<file path="src/rtl/agm_read_unpacker.sv">
// Read side of the asymmetric dual-port buffer: fetches 32-bit words from port B,
// absorbs the BRAM read latency and streams each word out as four bytes, lane 0 first.
module agm_read_unpacker #(
  parameter int ADDR_W = 9,
  parameter int WORD_W = 32,
  parameter int BYTE_W = 8,
  parameter int RD_LAT = 1
) (
  input  logic              Readclk,
  input  logic              reset,
  input  logic              Enrd,
  input  logic              avail,
  input  logic [WORD_W-1:0] doutb,
  output logic [ADDR_W-1:0] addrb,
  output logic              enb,
  output logic              rd_ack,
  output logic [BYTE_W-1:0] dout,
  output logic              dout_valid,
  input  logic              dout_ready,
  output logic              busy
);

  localparam int LANES  = WORD_W / BYTE_W;
  localparam int LANE_W = (LANES > 1) ? $clog2(LANES) : 1;
  localparam int LAT_W  = (RD_LAT > 1) ? $clog2(RD_LAT) : 1;

  typedef enum logic [1:0] {
    IDLE,
    FETCH,
    WAIT,
    EMIT
  } state_t;

  state_t                         state;
  state_t                         state_next;
  logic [LAT_W-1:0]               lat_cnt;
  logic [LANE_W-1:0]              lane_idx;
  logic [LANE_W-1:0]              lane_next;
  logic [LANES-1:0][BYTE_W-1:0]   word_q;
  logic                           accept;
  logic                           last_lane;
  logic                           start_fetch;

  assign accept      = dout_valid && dout_ready;
  assign last_lane   = (lane_idx == LANE_W'(LANES - 1));
  assign lane_next   = lane_idx + 1'b1;
  // Empty guard: a fetch is only ever started when a whole word is waiting.
  assign start_fetch = Enrd && avail;
  assign busy        = (state != IDLE);

  // NOTE: sequential state uses non-blocking assignments so every register
  // samples the pre-edge values of its neighbours, regardless of block order.
  always_ff @(posedge Readclk or negedge reset) begin
    if (!reset) begin
      state <= IDLE;
    end else begin
      state <= state_next;
    end
  end

  // NOTE: every output of this block gets a default before the case statement,
  // so no path leaves a signal unassigned and no latch is inferred.
  always_comb begin
    state_next = state;
    enb        = 1'b0;
    rd_ack     = 1'b0;
    case (state)
      IDLE: begin
        if (start_fetch) state_next = FETCH;
      end
      FETCH: begin
        enb        = 1'b1;
        rd_ack     = 1'b1;
        state_next = WAIT;
      end
      WAIT: begin
        if (lat_cnt == '0) state_next = EMIT;
      end
      EMIT: begin
        if (accept && last_lane) state_next = start_fetch ? FETCH : IDLE;
      end
      default: state_next = IDLE;
    endcase
  end

  always_ff @(posedge Readclk or negedge reset) begin
    if (!reset) begin
      addrb      <= '0;
      lat_cnt    <= '0;
      lane_idx   <= '0;
      word_q     <= '0;
      dout       <= '0;
      dout_valid <= 1'b0;
    end else begin
      case (state)
        FETCH: begin
          addrb   <= addrb + 1'b1;
          lat_cnt <= LAT_W'(RD_LAT - 1);
        end
        WAIT: begin
          if (lat_cnt == '0) begin
            // doutb is only trusted on this edge; lane 0 is presented straight away.
            word_q     <= doutb;
            lane_idx   <= '0;
            dout       <= doutb[BYTE_W-1:0];
            dout_valid <= 1'b1;
          end else begin
            lat_cnt <= lat_cnt - 1'b1;
          end
        end
        EMIT: begin
          if (accept) begin
            if (last_lane) begin
              lane_idx   <= '0;
              dout_valid <= 1'b0;
            end else begin
              lane_idx <= lane_next;
              dout     <= word_q[lane_next];
            end
          end
        end
        default: ;
      endcase
    end
  end

endmodule

</file>
<file path="config.mk">
export PLATFORM = sky130hd
export DESIGN_NAME = agm_read_unpacker
export DESIGN_NICKNAME = d
export VERILOG_FILES = /design/src/rtl/agm_read_unpacker.sv
export SDC_FILE = /design/constraint.sdc
export NUM_CORES = 1
export LEC_CHECK = 0
export ABC_AREA = 1
export BUFFER_PORTS_ARGS = -buffer_cell sky130_fd_sc_hd__buf_2
export CAP_MARGIN = 10
export CORE_ASPECT_RATIO = 1.1
export CORE_MARGIN = 1.5
export CORE_UTILIZATION = 55
export CTS_CLUSTER_SIZE = 12
export DETAILED_ROUTE_END_ITERATION = 16
export HOLD_SLACK_MARGIN = 0.1
export PLACE_DENSITY = 0.8
export SYNTH_ARGS = -nofsm -noshare
export SYNTH_HDL_FRONTEND = slang
export SYNTH_SLANG_ARGS = --single-unit
</file>
<file path="constraint.sdc">
create_clock -name Readclk -period 4.45 [get_ports Readclk]
set_input_delay 0.445 -clock Readclk [delete_from_list [all_inputs] [get_ports Readclk]]
set_output_delay 0.445 -clock Readclk [all_outputs]
set_load 0.01 [all_outputs]
</file>
==> impl_metrics.json <==
{
  "cp.required_ns": 4.66,
  "fill_cells": 439,
  "start_kind": "flip-flop",
  "coreArea_um2": 4680,
  "gp_congestion": 0.847,
  "die_area_um2": 5330,
  "antenna_found_initial": 0,
  "syn-mean-instance-area_um2": 7.70,
  "fin_nets": 447,
  "final.setup.tns_ns": 0,
  "async_flop_share": 1.00,
  "post-route-worst-setup-slack_ns": 2.41,
  "setup_viol": 0,
  "endpoint_kind": "flip-flop",
  "post-cts-setup-buffers": 0,
  "drt-total-wl_mm": 5.49,
  "p_leak_nw": 1.74,
  "die_y_um": 76.4,
  "ios": 58,
  "dp_slack_ns": 2.50,
  "postRouteAntennaNets": 0,
  "cp_slowest_cell": "dfrtp_1",
  "cts_buffer_depth": 2,
  "maxSlewViolCount": 0,
  "synthFlopType": "dfrtp_1",
  "worst_pin_slew_ns": 0.682,
  "yosysUniqueCellTypes": 22,
  "slew_headroom": 0.545,
  "cts_sinks": 54,
  "port_buffers": 57,
  "row_count": 26,
  "diodes": 0,
  "crit_type": "flip-flop to flip-flop",
  "cp.arrival_ns": 2.24,
  "cp_max_fo": 20,
  "cpMostUsedCell": "nand2_1",
  "cap_violations": 0,
  "grt-ovfl-total": 0,
  "hold_path_class": "input pin to async pin",
  "grt_pass1_wl_mm": 9.52,
  "layout_min_cycle_time_ns": 2.04,
  "dr.pass1.iters": 4,
  "rsz0062_at_grt": "no",
  "start_util": 0.575,
  "cts_tree": "yes",
  "clock_latency_ns": 0.30,
  "cts.root.buffer_cell": "clkbuf_8",
  "vias": 2237,
  "grt_usage": 0.220,
  "fin_util": 0.650,
  "cts_resized": 0,
  "fmax_mhz": 491,
  "outcome": "finished clean",
  "via_per_inst": 4.89,
  "syn_area_um2": 2700,
  "synth_nets": 396,
  "hold_viol": 0,
  "cts_buffers": 5,
  "synth.yosys.seq_area_share": 0.501,
  "power_mw": 2.23,
  "hold_buffers": 0,
  "drt_iter0_drc": 157,
  "h-tree-depth": 2,
  "clk_pin_slew_worst_paths_ns": 0.09,
  "critPathMaxStageDelay_ns": 0.78,
  "drc": 0,
  "synth_edf_count": 0,
  "fin_skew_ns": 0.00546,
  "finalCritPeriodShare": 0.457,
  "routedWlPerCell_um": 12.0,
  "dieWidth_um": 69.7,
  "drive_gt1_frac": 0.187,
  "peakVddDrop_mv": 0.452,
  "cp_cell_sequence": "ha_1, inv_1, nand3_1, nand2_1, nand2_1, nand2_1, nand2_1",
  "grt_start_max_net_pins": 55,
  "grt_pass1_vias": 2144,
  "ys_seq_elements": 54,
  "hpwl_mm": 3.91,
  "yosys_warnings": 0,
  "power_density_nw_per_um2": 730,
  "syn_to_final_growth_pct": 13.0,
  "syn_inst": 350
}
[registers in the layout (all words and copies together) (netlist names)]
| register | flops |
|---|---|
| lane_idx | 2 |
| dout_valid | 1 |
| dout | 8 |
| addrb | 9 |
| state | 2 |
| word_q | 32 |
[where the power goes]
| group | internal (mW) | switching, mW |
|---|---|---|
| Sequential | 0.720 | 0.168 |
| Clock | 0.106 | 0.151 |
| Combinational | 0.386 | 0.695 |
| Total | 1.21 | 1.01 |
[path summary, 6_finish.rpt]
path / end / slack, ns / start / depth (start not counted)
max reg2reg: dout[7]$_DFFE_PN0P_ / 2.41 / lane_idx[0]$_DFFE_PN0P_ / 7
max in group asynchronous: addrb[5]$_DFFE_PN0P_ / 3.75 / reset / 2
min in group Readclk: word_q[9]$_DFFE_PN0N_ / 0.33 / doutb[9] / 3
min: word_q[1]$_DFFE_PN0N_ / 0.23 / reset / 2
max: dout[7]$_DFFE_PN0P_ / 2.41 / lane_idx[0]$_DFFE_PN0P_ / 7
min reg2reg: word_q[23]$_DFFE_PN0N_ / 0.48 / word_q[23]$_DFFE_PN0N_ / 2
[per-layer routing]
layer	track usage	wire length, µm	part of all wire
met1	0.303	2610	0.47
met2	0.356	2550	0.47
met3	0.0489	260	0.047
met4	0.0596	68	0.012
met5	0	0	0
[cells in the final DEF, fill, tap and decap left out, drive strengths merged]
cell type  netlist  layout
clkbuf           2       5
clkinv           0       2
nor3             1       1
xor2             4       4
nand3b           1       1
nand2          197     197
xnor2            1       1
dfrtp           54      54
a21oi            5       5
buf             13      59
nand3           20      20
ha               9       9
inv             15      15
nor2            24      24
o21ai            4       4
[cell families (layout without fill, tap and decap cells)]
family,Yosys count,in the layout,share of synthesized area
simple gates,243,243,0.365
flops,54,54,0.501
buf+inv,30,81,0.0590
compound gates,9,9,0.0167
fa+ha+maj,9,9,0.0418
xor+xnor,5,5,0.0162
[synth_stat cells (2+ instances only)]
cell	instances	share of area
buf_2	6	0.011
ha_1	9	0.042
buf_6	2	0.0084
o21ai_0	3	0.0056
inv_1	13	0.018
nor2_1	22	0.031
a21oi_1	5	0.0093
buf_4	5	0.014
xor2_1	4	0.013
nand2_2	2	0.0046
nor2_2	2	0.0046
inv_4	2	0.0046
nand3_1	19	0.035
clkbuf_1	2	0.0028
dfrtp_1	54	0.50
nand2_1	194	0.27
[through the flow]
step	cells	hold slack [ns]	instance area, µm²
after global placement	450	0.455	2970
after CTS	457	0.273	3050
after floorplan	350	0.149	2700
final	457	0.230	3050
after global routing	457	0.304	3050
after detailed placement	450	0.460	2970
[critical path, delay by kind of cell (launching register included)]
kind / cells / cell delay (ns)
buffers and inverters: 1 / 0.28
flip-flops: 1 / 0.78
adder cells (fa/ha/maj): 1 / 0.48
AND/OR/NAND/NOR: 5 / 0.41
[final cells by class]
class | count | area [µm²] | share of cell area
clock buffers | 5 | 68.8 | 0.0226
clock inverters | 2 | 10.0 | 0.00329
inverters | 15 | 61.3 | 0.0201
multi-input cells | 266 | 1180 | 0.389
flip-flops and latches | 54 | 1350 | 0.444
well taps | 56 | 70.1 | 0.0230
repair buffers | 59 | 300 | 0.0986
Note: power is estimated with default switching activity, not from simulation.
